**config.mk**
```make
export PLATFORM = sky130hd
export DESIGN_NAME = debounce_pulse_flat
export DESIGN_NICKNAME = d
export VERILOG_FILES = /design/src/rtl/debounce_pkg.sv /design/src/rtl/debounce_pulse_if.sv /design/src/rtl/debounce_pulse_sync_chain.sv /design/src/rtl/debounce_pulse.sv /design/src/flat_wrapper.sv
export SDC_FILE = /design/constraint.sdc
export NUM_CORES = 1
export LEC_CHECK = 0
export CAP_MARGIN = 20
export CORE_MARGIN = 2
export CORE_UTILIZATION = 44
export CTS_CLUSTER_SIZE = 16
export DETAILED_ROUTE_END_ITERATION = 8
export SETUP_SLACK_MARGIN = 0.05
export SYNTH_ARGS = -nofsm -noshare
export SYNTH_HDL_FRONTEND = slang
export SYNTH_HIERARCHICAL = 1
export SYNTH_SLANG_ARGS = --single-unit
```
**constraint.sdc**
```tcl
create_clock -name clk -period 2.9 [get_ports clk]
set_input_delay 0.725 -clock clk [delete_from_list [all_inputs] [get_ports clk]]
set_output_delay 0.725 -clock clk [all_outputs]
set_load 0.02 [all_outputs]
```
**src/rtl/debounce_pkg.sv**
```systemverilog
// debounce_pkg
//   Shared definitions for the pushbutton debouncer:
//     - state_t   : FSM state encoding for debounce_pulse
//     - cnt_width : width of the stability / repeat counters, sized so the
//                   larger of the two cycle counts fits without wrapping
package debounce_pkg;

    typedef enum logic [1:0] {
        ST_LOW     = 2'd0,
        ST_QUAL_HI = 2'd1,
        ST_HIGH    = 2'd2,
        ST_QUAL_LO = 2'd3
    } state_t;

    function automatic int cnt_width(input int stable_cycles, input int repeat_cycles);
        int biggest;
        biggest = (stable_cycles > repeat_cycles) ? stable_cycles : repeat_cycles;
        return $clog2(biggest + 1);
    endfunction

endpackage

```
**src/rtl/debounce_pulse_if.sv**
```systemverilog
// debounce_pulse_if
//   Button-side signal bundle of the debouncer.
//   Signals:
//     btn_in     raw asynchronous button level (driven by the button side)
//     btn_level  debounced button level
//     t_pulse    one-cycle press pulse, feeds the counter t input
//     busy       high while a level change is being qualified
//   Modports:
//     master  button / consumer side: drives btn_in, observes the outputs
//     slave   the debouncer itself
interface debounce_pulse_if;

    logic btn_in;
    logic btn_level;
    logic t_pulse;
    logic busy;

    modport master (
        output btn_in,
        input  btn_level,
        input  t_pulse,
        input  busy
    );

    modport slave (
        input  btn_in,
        output btn_level,
        output t_pulse,
        output busy
    );

endinterface

```
**src/rtl/debounce_pulse_sync_chain.sv**
```systemverilog
// sync_chain
//   Generic N-flop synchroniser for an asynchronous single-bit input, with a
//   synchronous active-high reset that clears every stage to 0. Reusable for
//   any async input of the design.
//   Ports:
//     clk  in   rising-edge clock
//     rst  in   synchronous, active-high reset
//     d    in   asynchronous input
//     q    out  synchronised output (last stage)
//   Parameters:
//     STAGES  number of flops, must be >= 2
module sync_chain #(
    parameter int STAGES = 2
) (
    input  logic clk,
    input  logic rst,
    input  logic d,
    output logic q
);

    logic [STAGES-1:0] ff;

    always_ff @(posedge clk) begin
        if (rst) begin
            ff <= '0;
        end else begin
            ff <= {ff[STAGES-2:0], d};
        end
    end

    assign q = ff[STAGES-1];

endmodule

```
**src/rtl/debounce_pulse.sv**
```systemverilog
// debounce_pulse
//   Conditions a raw, bouncy pushbutton into a clean debounced level and a
//   single-cycle press pulse that drives the toggle-enable of the downstream
//   4-bit synchronous counter. Shares clock and reset with that counter.
//   Ports:
//     clk        in   rising-edge clock
//     rst        in   synchronous, active-high reset
//     bus        slave modport of debounce_pulse_if
//                  btn_in (in), btn_level / t_pulse / busy (out)
//   Parameters:
//     SYNC_STAGES    synchroniser depth on btn_in (>= 2)
//     STABLE_CYCLES  consecutive equal samples needed to accept a new level (>= 2)
//     REPEAT_CYCLES  auto-repeat period while held (>= 2)
//   Build option:
//     DEBOUNCE_REPEAT_EN  when defined, a held button re-pulses t_pulse every
//                         REPEAT_CYCLES cycles after the initial press pulse;
//                         when undefined, exactly one pulse per press and no
//                         repeat logic exists.
//   All outputs are registered; btn_in reaches the FSM only through the
//   synchroniser.
//
//   state      | meaning
//   -----------+----------------------------------------------------------
//   ST_LOW     | debounced level is 0, synced input agrees
//   ST_QUAL_HI | synced input is 1, counting consecutive 1 samples
//   ST_HIGH    | debounced level is 1 (repeat counter runs when enabled)
//   ST_QUAL_LO | synced input is 0, counting consecutive 0 samples
module debounce_pulse
    import debounce_pkg::*;
#(
    parameter int SYNC_STAGES   = 2,
    parameter int STABLE_CYCLES = 16,
    parameter int REPEAT_CYCLES = 64
) (
    input  logic             clk,
    input  logic             rst,
    debounce_pulse_if.slave  bus
);

    localparam int              CNT_W    = cnt_width(STABLE_CYCLES, REPEAT_CYCLES);
    localparam logic [CNT_W-1:0] CNT_ONE  = CNT_W'(1);
    localparam logic [CNT_W-1:0] CNT_LAST = CNT_W'(STABLE_CYCLES - 1);
    localparam logic [CNT_W-1:0] CNT_MAX  = {CNT_W{1'b1}};
`ifdef DEBOUNCE_REPEAT_EN
    localparam logic [CNT_W-1:0] RPT_LAST = CNT_W'(REPEAT_CYCLES - 1);
`endif

    logic             s;
    state_t           state;
    logic [CNT_W-1:0] cnt;
    logic             level_q;
    logic             t_pulse_q;
    logic             busy_q;
`ifdef DEBOUNCE_REPEAT_EN
    logic [CNT_W-1:0] rpt;
`endif

    sync_chain #(
        .STAGES (SYNC_STAGES)
    ) u_sync (
        .clk (clk),
        .rst (rst),
        .d   (bus.btn_in),
        .q   (s)
    );

    // busy is registered alongside the state: it is set on every transition
    // into a QUAL_* state and cleared on every transition out of one, so it
    // always equals (state is QUAL_*), i.e. cnt != 0.
    always_ff @(posedge clk) begin
        if (rst) begin
            state     <= ST_LOW;
            cnt       <= '0;
            level_q   <= 1'b0;
            t_pulse_q <= 1'b0;
            busy_q    <= 1'b0;
`ifdef DEBOUNCE_REPEAT_EN
            rpt       <= '0;
`endif
        end else begin
            t_pulse_q <= 1'b0;
            case (state)
                ST_LOW: begin
                    if (s) begin
                        state  <= ST_QUAL_HI;
                        cnt    <= CNT_ONE;
                        busy_q <= 1'b1;
                    end
                end

                ST_QUAL_HI: begin
                    if (!s) begin
                        state  <= ST_LOW;
                        cnt    <= '0;
                        busy_q <= 1'b0;
                    end else if (cnt == CNT_LAST) begin
                        state     <= ST_HIGH;
                        cnt       <= '0;
                        busy_q    <= 1'b0;
                        level_q   <= 1'b1;
                        t_pulse_q <= 1'b1;
`ifdef DEBOUNCE_REPEAT_EN
                        rpt       <= '0;
`endif
                    end else if (cnt != CNT_MAX) begin
                        cnt <= cnt + CNT_ONE;
                    end
                end

                ST_HIGH: begin
                    if (!s) begin
                        state  <= ST_QUAL_LO;
                        cnt    <= CNT_ONE;
                        busy_q <= 1'b1;
`ifdef DEBOUNCE_REPEAT_EN
                        rpt    <= '0;
`endif
                    end
`ifdef DEBOUNCE_REPEAT_EN
                    // Period is measured from the press pulse: REPEAT_CYCLES
                    // held cycles after it, one more pulse, and so on.
                    else if (rpt == RPT_LAST) begin
                        rpt       <= '0;
                        t_pulse_q <= 1'b1;
                    end else begin
                        rpt <= rpt + CNT_ONE;
                    end
`endif
                end

                ST_QUAL_LO: begin
                    if (s) begin
                        // Bounce back to high: level never dropped, no new
                        // press pulse; repeat timing restarts from zero.
                        state  <= ST_HIGH;
                        cnt    <= '0;
                        busy_q <= 1'b0;
`ifdef DEBOUNCE_REPEAT_EN
                        rpt    <= '0;
`endif
                    end else if (cnt == CNT_LAST) begin
                        state   <= ST_LOW;
                        cnt     <= '0;
                        busy_q  <= 1'b0;
                        level_q <= 1'b0;
                    end else if (cnt != CNT_MAX) begin
                        cnt <= cnt + CNT_ONE;
                    end
                end

                default: begin
                    state  <= ST_LOW;
                    cnt    <= '0;
                    busy_q <= 1'b0;
                end
            endcase
        end
    end

    assign bus.btn_level = level_q;
    assign bus.t_pulse   = t_pulse_q;
    assign bus.busy      = busy_q;

endmodule
```
**src/flat_wrapper.sv**
```systemverilog
// flat-port wrapper written by rule: the top's interface ports become plain ports
module debounce_pulse_flat import debounce_pkg::*;
#(
    parameter int SYNC_STAGES   = 2,
    parameter int STABLE_CYCLES = 16,
    parameter int REPEAT_CYCLES = 64
)
  (clk, rst, bus_btn_in, bus_btn_level, bus_t_pulse, bus_busy);
  debounce_pulse_if bus_i ();
  input  logic clk;
  input  logic rst;
  input wire logic [$bits(bus_i.btn_in)-1:0] bus_btn_in;
  output wire logic [$bits(bus_i.btn_level)-1:0] bus_btn_level;
  output wire logic [$bits(bus_i.t_pulse)-1:0] bus_t_pulse;
  output wire logic [$bits(bus_i.busy)-1:0] bus_busy;
  assign bus_i.btn_in = bus_btn_in;
  assign bus_btn_level = bus_i.btn_level;
  assign bus_t_pulse = bus_i.t_pulse;
  assign bus_busy = bus_i.busy;
  debounce_pulse #(.SYNC_STAGES(SYNC_STAGES), .STABLE_CYCLES(STABLE_CYCLES), .REPEAT_CYCLES(REPEAT_CYCLES)) u_core (.clk(clk), .rst(rst), .bus(bus_i));
endmodule
```
==> results of run 1 <==
-- report_power, final --
| part | total, uW | leakage, uW | internal, uW | switching [uW] |
|---|---|---|---|---|
| registers | 200 | 0.000114 | 196 | 4.06 |
| logic | 23.4 | 0.000136 | 10.9 | 12.5 |
| clock network | 105 | 0.0000138 | 48.0 | 56.8 |
-- how the worst max path moves through the flow --
stage / slack, ps / to / cells past startpoint
final: 950 / bus_busy / 1
after global routing: 900 / bus_busy / 1
after CTS: 930 / bus_busy / 1
after detailed placement: 870 / u_core/cnt[5] / 4
after global placement: 870 / u_core/cnt[5] / 4
after floorplan: 1350 / u_core/cnt[5] / 6
-- cell families after synthesis --
logic type	synth area share
simple gates	0.227
compound gates	0.245
flops	0.403
buf+inv	0.0593
xor+xnor	0.0486
fa+ha+maj	0.0180
-- final cells by class --
cell class	instances	area share
tap	16	0.0261
multi-input combinational	55	0.489
inverter	3	0.0147
clock buffer	3	0.0294
timing repair buffer	6	0.0752
sequential	14	0.366
-- through the flow --
| stage | setup slack [ps] | utilization | total power, uW |
|---|---|---|---|
| floorplan | 1350 | - | 218 |
| global placement | 868 | 0.499 | 228 |
| detailed placement | 872 | 0.499 | 228 |
| CTS | 933 | 0.514 | 337 |
| global route | 896 | 0.514 | 349 |
| finish | 954 | 0.514 | 328 |
-- layer usage --
| layer | routed length [um] | global-route usage | vias to the layer above |
|---|---|---|---|
| met1 | 712 | 0.240 | 272 |
| met2 | 621 | 0.271 | 5 |
| met5 | 0 | 0 | - |
| met4 | 13 | 0.109 | 0 |
| met3 | 30 | 0.0500 | 2 |
| li1 | - | - | 294 |
-- placed cells by master (no fill, tap or decap), types with 2 or more instances in the layout --
cell type and instances:
a21oi_1 6, a31oi_1 3, and3_1 3, clkbuf_4 3
clkdlybuf4s50_1 5, dfxtp_1 14, inv_1 3, nand2_1 8
nand3_1 3, nand4_1 2, nor2_1 2, nor2b_1 2
nor3_1 5, o21ai_0 2, o21ai_1 2, o22ai_1 2
-- sequential cells by signal (all words and copies together) (netlist names), named ones only --
name                  flops
u_core/bus.t_pulse        1
u_core/u_sync/ff          2
u_core/cnt                7
u_core/bus.busy           1
u_core/bus.btn_level      1
u_core/state              1
==> run metrics, run 1 <==
Post-DP HPWL=1000 um; CP Class=reg2out; gr ovfl total=0; Tmin final=1950 ps; top cells by count, synth=dfxtp_1, nand2_1, a21oi_1; wire per inst=14.2 um; die area=0.00191 mm^2; Clk pin slew, worst setup/hold paths=80 ps; cts repair resizes=0; Tot GR Track Use=0.184; Post-DRT Antenna Nets=0; Setup Skew=4.36 ps; final routed DRC violation total=0; Yosys top cell area share=0.403; DP Cell Count=94; biggest area consumer among synthesized cells=dfxtp_1; crit share post-route=0.671; H-tree levels=1; CP startpoint kind=flip-flop; PwrDens=429 mW/mm^2; post-synthesis register bit count=14; most frequent cell after synthesis=dfxtp_1; die height=43.8 um; Worst Setup End Kind=output pin; Clock Path Buffers=2; Top Family by Delay on Critical Path=buffers and inverters; syn avg cell area=9.03 um^2; Max-slew headroom=0.695; ys flop type=dfxtp_1; port bufs=5; DR vias=573; RSZ-0062 raised after global routing=no; ant diodes=0; CTS Buf Count=3; final max-slew violation count=0; Async SR Flop Fraction=0; Max FO, Critical Path=3; final instance area=766 um^2; Netlist Area Pre-Place=696 um^2; vias in the first global route=578; final hold vios=0; Area growth syn-to-layout=10.1%; TritonRoute pass-1 iters=4; reg-to-reg setup timing slack=1210 ps; RR Startpoint=u_core/cnt[0]; largest net degree at the start of global routing=12; Hold-fix buffers, CTS=0; f_max=0.514 GHz; Total Wirelength=1380 um; Multi-input gate area=374 um^2; 1st-iter DRT viols=8; Placed Area=743 um^2; Clk Latency, worst-skew pair=270 ps; Hold Path Cell Cnt=1; register area=280 um^2; slew at the pin closest to its max-slew limit=457 ps; Worst path max stage delay=600 ps; status=finished, final reports clean; number of flops mapped to enable cells by yosys=0; number of buffers and inverters on the critical path=1; max cap viols=0; hold endpoint=u_core/u_sync/ff[1]; Final TNS setup=0 ps; Peak supply drop=204 uV; sequential share of the synthesized area=0.403; Placer Congestion=0.789; WP data required=2170 ps; Core Footprint=0.00149 mm^2; Post-Syn Nets=81; initial antenna violation count=0; hold slack=442 ps; post-CTS setup buffers=0; Gate Count Post-Synth=77; share of post-route cells with drive strength above 1=0.111; final-stage net count=87; Critical Path Start=u_core/bus.busy; Via-to-Cell Ratio=5.91; reg2reg end=u_core/cnt[5]; first-pass GRT wire length=2560 um; # setup viols final=0; Ys Warns=6; initial cell density of the core=0.467; clock sinks=14; Finished Layout Cells=97; Leak=0.000263 uW; hold path start=u_core/u_sync/ff[0]; Core Rows=14; I/O pin cnt=6; fillcell total=150; TritonCTS clock tree=done; Die W=43.8 um; most area-consuming cells after synthesis=dfxtp_1, a21oi_1, nand2_1; Distinct cells, synth=32; Cell Chain, Critical Path=clkdlybuf4s50_1; Hold WC Path Type=reg2reg; CP Data Arrival Time=1220 ps; clock root buffer master=clkbuf_4; worst reg-to-reg path cell count=5; slowest CP cell=clkdlybuf4s50_1
(Power assumes the default switching activity.)
==> inputs of run 2 (changes only) <==
Clock period 2.9 ns to 1.8 ns, I/O delays scaled along.
==> run 2 against run 1 <==
Combinational power is 68% higher. Hold slack improved by 4.5 ps. Highest routed layer unchanged. Largest power group unchanged. Critical path depth unchanged. Total power is 63% higher. Critical path type unchanged. Largest cell class unchanged. Sequential power increased by 61%. Routed wire length decreased by 1.4%. Register-to-register slack got worse by 1100 ps. Flip-flop and latch count unchanged. Via count increased by 3.3%.
==> run metrics, run 2 (synthesized netlist as in run 1, its figures left out) <==
worst reg-to-reg path cell count=5; Via-to-Cell Ratio=5.98; WP depth=1; clock sinks=14; number of buffers and inverters on the critical path=1; Placer Congestion=0.806; RSZ-0062 raised after global routing=no; gr ovfl total=0; Setup Skew=2.39 ps; Top Family by Delay on Critical Path=buffers and inverters; clock root buffer master=clkbuf_4; slew at the pin closest to its max-slew limit=447 ps; CP Data Arrival Time=1230 ps; final-stage net count=89; Max-slew headroom=0.702; Peak supply drop=393 uV; f_max=0.594 GHz; final max-slew violation count=0; CP Class=reg2out; Hold WC Path Type=reg2reg; most frequent cells in the layout=dfxtp_1, nand2_1, a21oi_1; Post-DP HPWL=922 um; WP data required=1350 ps; final routed DRC violation total=0; Worst path max stage delay=610 ps; Placed Area=751 um^2; port bufs=5; Clk Latency, worst-skew pair=280 ps; Largest register FFs=7; share of post-route cells with drive strength above 1=0.169; Finished Layout Cells=99; Overall Power=536 uW; largest registers=u_core/cnt: 7 flops, u_core/u_sync/ff: 2 flops; I/O pin cnt=6; Hold-fix buffers, CTS=0; final instance area=786 um^2; Max FO, Critical Path=3; H-tree levels=1; TritonRoute pass-1 iters=4; Cell Chain, Critical Path=clkdlybuf4s50_1; max cap viols=0; slowest CP cell=clkdlybuf4s50_1; Hold Path Cell Cnt=1; Worst Setup End Kind=output pin; largest reg by FF count=u_core/cnt; PwrDens=683 mW/mm^2; DR vias=592; DP Cell Count=95; Leak=0.000271 uW; 1st-iter DRT viols=24; final hold vios=0; fillcell total=142; initial cell density of the core=0.467; Final TNS setup=0 ps; initial antenna violation count=0; Clock Path Buffers=2; die height=43.8 um; first-pass GRT wire length=2310 um; ant diodes=0; Total Wirelength=1360 um; largest net degree at the start of global routing=11; commonest non-fill, non-tap cell in the layout=dfxtp_1; Tmin final=1680 ps; Core Rows=14; Clk pin slew, worst setup/hold paths=80 ps; Die W=43.8 um; # setup viols final=0; CTS Buf Count=3; Tot GR Track Use=0.166; TritonCTS clock tree=done; status=finished, final reports clean; final core utilization=0.528; Post-DRT Antenna Nets=0; vias in the first global route=532; wire per inst=13.7 um; crit share post-route=0.936; Area growth syn-to-layout=12.9%; die area=0.00191 mm^2; Core Footprint=0.00149 mm^2; CP startpoint kind=flip-flop
[run 2: worst paths after layout]
kind                             from                   to  slack (ps)
setup reg to reg        u_core/cnt[0]        u_core/cnt[5]         160
hold / removal    u_core/u_sync/ff[0]  u_core/u_sync/ff[1]         450
hold reg to reg   u_core/u_sync/ff[0]  u_core/u_sync/ff[1]         450
setup / recovery      u_core/bus.busy             bus_busy         120
[run 2: worst register-to-register path, stage by stage, from the launching register on]
cell	delay [ps]
dfxtp_2	350
ha_2	210
and3_4	220
a2111oi_4	510
o21ai_1	120
a2bb2oi_1	160
[run 2: timing repair]
item | in CTS | in global routing
setup endpoints to repair | 0 | 2
setup buffers | 0 | 1
resized for setup | 0 | 3
[run 2: routing by layer]
metal | GRT usage | up-vias | part of all wire
met1 | 0.239 | 271 | 0.53
met5 | 0 | - | 0
met3 | 0.0250 | 4 | 0.037
met2 | 0.218 | 17 | 0.41
li1 | - | 300 | -
met4 | 0.127 | 0 | 0.030
[run 2: through the flow]
step,hold slack [ps],setup slack (ps)
2_1_floorplan,414,245
3_3_place_gp,419,69.2
3_5_place_dp,427,46.1
4_1_cts,447,106
5_1_grt,475,49.8
6_report,447,116
[run 2: cell type report]
type | count | area, um^2 | share of cell area
Timing Repair Buffer | 8 | 72.6 | 0.0924
Sequential cell | 14 | 283 | 0.360
Clock buffer | 3 | 22.5 | 0.0287
Multi-Input combinational cell | 55 | 377 | 0.479
Tap cell | 16 | 20.0 | 0.0255
Inverter | 3 | 11.3 | 0.0143
[run 2: where the power goes]
part	switching (uW)	internal, uW	total, uW
registers	6.79	316	323
clock network	96.6	77.6	174
logic	20.3	19.1	39.4
total	124	413	536
==> inputs of run 3 (changes only) <==
Clock period 1.8 ns to 1.6 ns, I/O delays scaled along.
==> run 3 against run 2 <==
The run now ends with negative setup slack left. Sequential power is 11% higher. Register-to-register slack worse by 160 ps. Clock power grew 10%. Final area up 8.3%. Routed wire length up 6.7%. Non-clock buffer count is 7 higher. Global-route usage is 1.7 points higher. Clock-buffer cell count is the same. Core utilization rose by 4.4 points. Critical path type is now reg2reg. Largest power group unchanged.
==> run metrics, run 3 (synthesized netlist as in run 1, its figures left out) <==
initial cell density of the core=0.467; vias in the first global route=545; f_max=0.624 GHz; slowest CP cell=a2111oi_4; Post-DP HPWL=1040 um; Hold-fix buffers, CTS=0; Post-DRT Antenna Nets=0; DP Cell Count=100; final core utilization=0.571; commonest non-fill, non-tap cell in the layout=dfxtp_1; first-pass GRT wire length=2570 um; hold slack=441 ps; Critical Path Start=u_core/cnt[1]; Hold WC Path Type=reg2reg; port bufs=5; RR Startpoint=u_core/cnt[1]; number of buffers and inverters on the critical path=1; Largest register FFs=7; Die W=43.8 um; 1st-iter DRT viols=30; CP startpoint kind=flip-flop; TritonRoute pass-1 iters=4; # setup viols final=1; TritonCTS clock tree=done; status=finished, violations left; Max-slew headroom=0.714; final instance area=851 um^2; Leak=0.000324 uW; Peak supply drop=565 uV; CP Data Arrival Time=1820 ps; Via-to-Cell Ratio=5.70; reg2reg end=u_core/cnt[4]; die area=0.00191 mm^2; Core Rows=14; Placed Area=803 um^2; failing checks=negative setup slack; Worst Setup End Kind=flip-flop; largest reg by FF count=u_core/cnt; largest net degree at the start of global routing=11; final-stage net count=96; CTS Buf Count=3; Top Family by Delay on Critical Path=compound AO/OA/AOI/OAI gates; Clk Latency, worst-skew pair=270 ps; max cap viols=0; I/O pin cnt=6; Cell Chain, Critical Path=ha_4 > and3_4 > a2111oi_4 > buf_4 > a21oi_2 > nor2_1; wire per inst=13.7 um; Clk pin slew, worst setup/hold paths=80 ps; Clock Path Buffers=2; slew at the pin closest to its max-slew limit=429 ps; initial antenna violation count=0; Max FO, Critical Path=8; share of post-route cells with drive strength above 1=0.244; hold endpoint=u_core/u_sync/ff[1]; final hold vios=0; Total Wirelength=1450 um; Tot GR Track Use=0.183; largest registers=u_core/cnt: 7 flops, u_core/u_sync/ff: 2 flops; Tmin final=1600 ps; CP Class=reg2reg; clock root buffer master=clkbuf_4; hold path start=u_core/u_sync/ff[0]; crit share post-route=1.00; worst reg-to-reg path cell count=6; most frequent cells in the layout=dfxtp_1, buf_4, nand2_1; setup ws final=-1.44 ps; RSZ-0062 raised after global routing=yes; Worst path max stage delay=490 ps; final routed DRC violation total=0; WP data required=1810 ps; Setup Skew=2.75 ps; final max-slew violation count=0; H-tree levels=1; Placer Congestion=0.771; Hold Path Cell Cnt=1; Area growth syn-to-layout=22.3%; die height=43.8 um; clock sinks=14; reg-to-reg setup timing slack=-1 ps; DR vias=604; Core Footprint=0.00149 mm^2; Finished Layout Cells=106; PwrDens=715 mW/mm^2; Overall Power=608 uW; gr ovfl total=0; ant diodes=0
## run 3: worst register-to-register path, delay by kind of cell, from the launching register on
| family | cells | cell delay [ps] |
|---|---|---|
| buffers and inverters | 1 | 190 |
| adders and majority gates | 1 | 160 |
| DFF | 1 | 370 |
| and+or+nand+nor | 2 | 300 |
| AOI/OAI and AO/OA | 2 | 520 |
## run 3: worst max path at each step
stage	slack [ps]	cells past startpoint	endpoint
detailed placement	-120	4	u_core/cnt[2]
global placement	-80	4	u_core/cnt[1]
global route	-60	5	u_core/cnt[2]
finish	-1	6	u_core/cnt[4]
floorplan	70	6	u_core/cnt[1]
CTS	60	5	u_core/cnt[2]
## run 3: where the power goes
part	switching (uW)	total (uW)	internal, uW
sequential	5.51	359	354
combinational	28.7	57.0	28.4
clock	104	192	87.2
## run 3: final cells by class
cell class	count	area (um^2)
Sequential cell	14	285
Clock buffer	3	22.5
Multi-Input combinational cell	55	390
Fill cell	149	638
Inverter	3	11.3
Timing Repair Buffer	15	121
Tap cell	16	20.0
## run 3: timing repair
item | in CTS | in global routing
hold endpoints to repair | 0 | 0
pin swaps | 1 | 5
buffers inserted | 0 | 3
endpoints found under the setup margin | 6 | 3
resized for setup | 3 | 2
## run 3: stage by stage
step | worst slack [ps] | setup TNS, ps
after CTS | 59.6 | 0
after floorplan | 66.6 | 0
final | -1.44 | -1.44
after detailed placement | -122 | -320
after global placement | -83.5 | -225
after global routing | -62.8 | -204
## run 3: per-layer routing
metal / up-vias / GRT usage / share of wire
li1: 313 / - / -
met1: 262 / 0.267 / 0.51
met2: 25 / 0.238 / 0.40
met3: 4 / 0.0750 / 0.072
met4: 0 / 0.0667 / 0.012
met5: - / 0 / 0
==> RTL change 1, RTL diff (config.mk and constraints of run 2) <==
`REPEAT_CYCLES` is set to 64 in 2 places; all go to 32.
--- a/src/rtl/debounce_pulse.sv
+++ b/src/rtl/debounce_pulse.sv
@@ -32,3 +32,3 @@
     parameter int STABLE_CYCLES = 16,
-    parameter int REPEAT_CYCLES = 64
+    parameter int REPEAT_CYCLES = 32
 ) (
--- a/src/flat_wrapper.sv
+++ b/src/flat_wrapper.sv
@@ -5,3 +5,3 @@
     parameter int STABLE_CYCLES = 16,
-    parameter int REPEAT_CYCLES = 64
+    parameter int REPEAT_CYCLES = 32
 )
Function: same outputs for any inputs over 10 cycles, from zero or initial values and one cycle with rst high; that may be too few to reach the edited logic, so the function may still have changed.
==> RTL change 1 against run 2 <==
  * Sequential cell count shrank 1
  * Sequential power fell by 5%
  * Via count fell by 9.8%
  * Routed wire length shrank 13%
  * Count of clock-buffer cells in the layout rose by 1
  * Power grew 0.73%
  * Setup slack lost 0.0044 ns
  * Cell area is 4.8% lower
  * Fmax down 0.26%
  * Sequential share of layout area is 1.2 points lower
  * Combinational power grew 45%
  * Synthesized area fell by 6.3%
  * Critical path type unchanged
  * Critical endpoint is now bus_btn_level
==> RTL change 1: results (changes against run 2) <==
Status
  • Status: finished clean

Min path
  • Worst Hold Class: reg -> reg

Placed design
  • Area after DPL: 719 sq um (-4.2%)
  • Final RePlAce weighted congestion: 0.753 (-6.6%)
  • Dpl hpwl: 852 um (-7.6%)
  • Setup slack after placement: 0.160 ns (+0.114 ns)
  • Number of port buffers: 5 (unchanged)

Global routing
  • First-pass GRT wire length: 2060 um (-11%)
  • Vias in the first global route: 495 (-7.0%)
  • Largest net degree at the start of global routing: 11 (unchanged)
  • GRT Resource Usage Total: 15.3% (-1.3 points)
  • Initial antenna violation count: 0 (unchanged)

Finish
  • Top Registers: u_core/cnt (6), u_core/u_sync/ff (2)
  • Final #Nets: 89 (unchanged)
  • Layout fillers: 125 (-12%)
  • Ant diodes: 0 (unchanged)
  • Share of post-route cells with drive strength above 1: 11.9% (-5.0 points)

Timing
  • Clk_skew: 0.00371 ns (+0.00133 ns)
  • Worst Tran Pin Value: 0.353 ns (-0.0937 ns)

CTS
  • Postcts setup bufs: 0 (unchanged)
  • Resized cells post-CTS: 0 (unchanged)
  • Clk_lat worst skew: 0.27 ns
  • Clock Tree Root: clkbuf_4
  • H-tree lvl count: 1 (unchanged)
  • CTS Buf Count: 3 (unchanged)
  • Clock Path Buffers: 2 (unchanged)
  • Clock slew at reported path FFs: 0.08 ns (about the same)

Setup path
  • Crit-path slowest cell: clkdlybuf4s50_1
  • Peak fanout along the critical path: 3 (unchanged)
  • CP delay by family, top: buffers and inverters
  • Crit-path max cell delay: 0.61 ns (about the same)
  • Crit path DAT: 1.24 ns

Synthesis
  • Compound-Gate Fraction of Synth Area: 19.0% (-5.5 points)
  • Ys flop type: dfxtp_1
  • Async SR Flop Fraction: 0% (unchanged)
  • Cell variety after synth: 30 (-6.3%)
  • Synth top cells by count: dfxtp_1, nor2_1, a21oi_1
  • Synth Area in XOR/XNOR: 2.69% (-2.2 points)
  • Dominant cells by area after synthesis: dfxtp_1, a21oi_1, nor2_1
  • Adder-cell area share of the yosys netlist: 1.92% (+0.12 points)
  • Register area share after synthesis: 39.9% (-0.36 points)
  • Syn nets: 80 (-1.2%)
  • Mux share of post-synthesis cell area: 1.54% (+1.5 points)
  • Yosys warns: 6 (unchanged)

Power
  • Worst vdd ir: 0.373 mV (-5.0%)
  • Leak: 0.275 nW (+1.5%)

Drt
  • Avg Vias per Cell: 5.39 (-9.8%)
  • Pre-antenna DRT Iters: 4 (unchanged)
  • DR WL/cell: 11.9 um (-13%)
  • DR iter-0 viols: 16 (-33%)
## RTL change 1: changes by cell type in the layout (fill, tap and decap cells not counted), sizes merged, moves of 3 or more
cell / before / now
nor3: 6 / 3
or3: 0 / 4
and3: 4 / 1
nor2: 2 / 9
nand2: 8 / 5
## RTL change 1: worst paths after layout
path	from	end	slack, ns	cells past startpoint
setup reg to reg	u_core/cnt[0]	u_core/bus.btn_level	0.24	5
setup / recovery	u_core/bus.btn_level	bus_btn_level	0.11	1
hold / removal	u_core/u_sync/ff[0]	u_core/u_sync/ff[1]	0.44	1
hold reg to reg	u_core/u_sync/ff[0]	u_core/u_sync/ff[1]	0.44	1
## RTL change 1: stage by stage
stage	hold slack [ns]	power, W	instances
floorplan	0.414	0.000348	76
global placement	0.421	0.000370	95
detailed placement	0.420	0.000371	95
CTS	0.439	0.000550	99
global route	0.483	0.000572	99
finish	0.438	0.000540	99
## RTL change 1: report_power, final
| group | internal (W) | total (W) | switching, W |
|---|---|---|---|
| logic | 0.0000289 | 0.0000570 | 0.0000282 |
| registers | 0.000297 | 0.000307 | 0.00000953 |
| clock network | 0.0000859 | 0.000176 | 0.0000905 |
## RTL change 1: cell type report
class	count	area [sq um]	area share (%)
flip-flops and latches	13	260	34.8
inverters	5	18.8	2.51
multi-input cells	55	357	47.7
repair buffers	7	67.6	9.03
clock buffers	4	26.3	3.51
well taps	15	18.8	2.51
## RTL change 1: metal layers
metal	part of all wire (%)	GRT usage (%)
met5	0	0
met4	1.4	7.50
met3	5.1	6.90
met2	46	24.3
met1	47	17.2
==> RTL change 2, RTL diff (config.mk and constraints of run 2) <==
Without the edit above. Encoding of `state_t`: now one-hot (4 bits for 4 states).
--- a/src/rtl/debounce_pkg.sv
+++ b/src/rtl/debounce_pkg.sv
@@ -7,7 +7,7 @@
 
-    typedef enum logic [1:0] {
-        ST_LOW     = 2'd0,
-        ST_QUAL_HI = 2'd1,
-        ST_HIGH    = 2'd2,
-        ST_QUAL_LO = 2'd3
+    typedef enum logic [3:0] {
+        ST_LOW     = 4'b0001,
+        ST_QUAL_HI = 4'b0010,
+        ST_HIGH    = 4'b0100,
+        ST_QUAL_LO = 4'b1000
     } state_t;
Formal check against the unedited RTL: no difference found for any inputs over 10 cycles, from zero or initial values and one cycle with rst high; not proved beyond that.
==> RTL change 2 against run 2 <==
  * Setup slack gained 0.0087 ns
  * Sequential cell count rose by 2
  * Clock skew rose by 0.0055 ns
  * Sequential share of layout area decreased by 7.5 points
  * Critical path type unchanged
  * Cell area is 44% higher
  * Power rose by 26%
  * Critical path depth is the same
  * Non-clock buffer count rose by 8
  * Routed wire length is 58% higher
  * Synthesized area increased by 42%
==> RTL change 2: results (changes against run 2) <==
Global routing
  • GRT Resource Usage Total: 18.7% (+2.1 points)
  • Largest net degree at the start of global routing: 13 (+2)
  • First-pass GRT wire length: 3700 um (+60%)
  • Vias in the first global route: 813 (+53%)

Synthesis
  • Async SR Flop Fraction: 0% (unchanged)
  • Dominant cells by area after synthesis: dfxtp_1, a21oi_1, a2111oi_4
  • Yosys warns: 6 (unchanged)
  • Register area share after synthesis: 32.5% (-7.8 points)
  • Syn nets: 114 (+41%)
  • Cell variety after synth: 49 (+53%)
  • Synth top cells by count: dfxtp_1, a21oi_1, nand2_1, nor2_1

CTS
  • Clock Path Buffers: 2 (unchanged)
  • Clock slew at reported path FFs: 0.09 ns
  • H-tree lvl count: 1 (unchanged)
  • Clk_lat worst skew: 0.29 ns
  • CTS Buf Count: 3 (unchanged)
  • Postcts setup bufs: 0 (unchanged)

Placed design
  • Area after DPL: 1090 sq um (+45%)
  • Final RePlAce weighted congestion: 0.769 (-4.6%)
  • Dpl hpwl: 1640 um (+78%)

Timing
  • Clk_skew: 0.00787 ns (+0.00548 ns)
  • Relative slew slack: 73.2% (+2.9 points)

Setup path
  • R2r startpoint: u_core/cnt[0]
  • Reg2Reg Depth: 6 (+1)
  • Worst R2R Setup Slack: 0.16 ns (about the same)
  • CP delay by family, top: buffers and inverters
  • CP endpoint: bus_busy
  • Peak fanout along the critical path: 2 (-1)
  • Crit-path max cell delay: 0.60 ns
  • Reg-to-Reg End: u_core/cnt[0]

Status
  • Status: finished clean

Finish
  • Share of post-route cells with drive strength above 1: 23.8% (+6.9 points)
  • Final #Nets: 127 (+43%)
  • Top Registers: u_core/cnt (7), u_core/state (4), u_core/u_sync/ff (2)
  • Ant diodes: 0 (unchanged)

Drt
  • Pre-antenna DRT Iters: 4 (unchanged)
  • DR iter-0 viols: 17 (-29%)
  • DRC Markers: 0 (unchanged)
  • Drt total wl: 2150 um (+58%)
  • Vias post-DR: 893 (+51%)

Power
  • Leak: 0.397 nW (+46%)
  • Worst vdd ir: 0.452 mV (+15%)

Min path
  • Worst hold path startpoint: u_core/u_sync/ff[0]
  • Worst Hold Class: reg -> reg
[RTL change 2: kinds of logic (layout without fill, tap and decap cells)]
| group | after synthesis | after routing | synth area share, % |
|---|---|---|---|
| AO/OA/AOI/OAI | 33 | 33 | 28.0 |
| XOR/XNOR | 1 | 1 | 0.890 |
| adder cells (fa/ha/maj) | 1 | 1 | 1.27 |
| buffers and inverters | 10 | 22 | 7.24 |
| flip-flops | 16 | 16 | 32.5 |
| AND/OR/NAND/NOR | 49 | 49 | 30.1 |
[RTL change 2: routing by layer]
layer	GRT usage (%)	vias up	routed length, um
met5	0	-	0
met1	24.2	431	1040
li1	-	442	-
met3	3.22	4	73
met4	9.65	0	29
met2	29.9	16	1010
[RTL change 2: power by group]
| group | internal [W] | switching, W |
|---|---|---|
| Sequential | 0.000361 | 0.00000549 |
| Combinational | 0.0000301 | 0.0000354 |
| Clock | 0.000123 | 0.000119 |
[RTL change 2: area by class of cell]
cell class	count	area, sq um
sequential	16	323
clock buffer	4	36.3
multi-input combinational	84	598
tap	28	35.0
inverter	2	7.51
timing repair buffer	16	135
fill	229	1030
[RTL change 2: per-stage QoR]
step	instances	util (%)	hold slack [ns]	setup slack, ns
6_report	150	52.3	0.444	0.125
5_1_grt	150	52.3	0.483	0.0362
4_1_cts	150	51.8	0.448	0.0811
3_5_place_dp	146	50.2	0.426	0.128
3_3_place_gp	146	50.2	0.424	0.121
2_1_floorplan	110	-	0.414	0.255
[RTL change 2: repair_timing]
action	CTS	global route
gates resized for setup	0	4
endpoints found under the setup margin	0	4
endpoints found under the hold margin	0	0
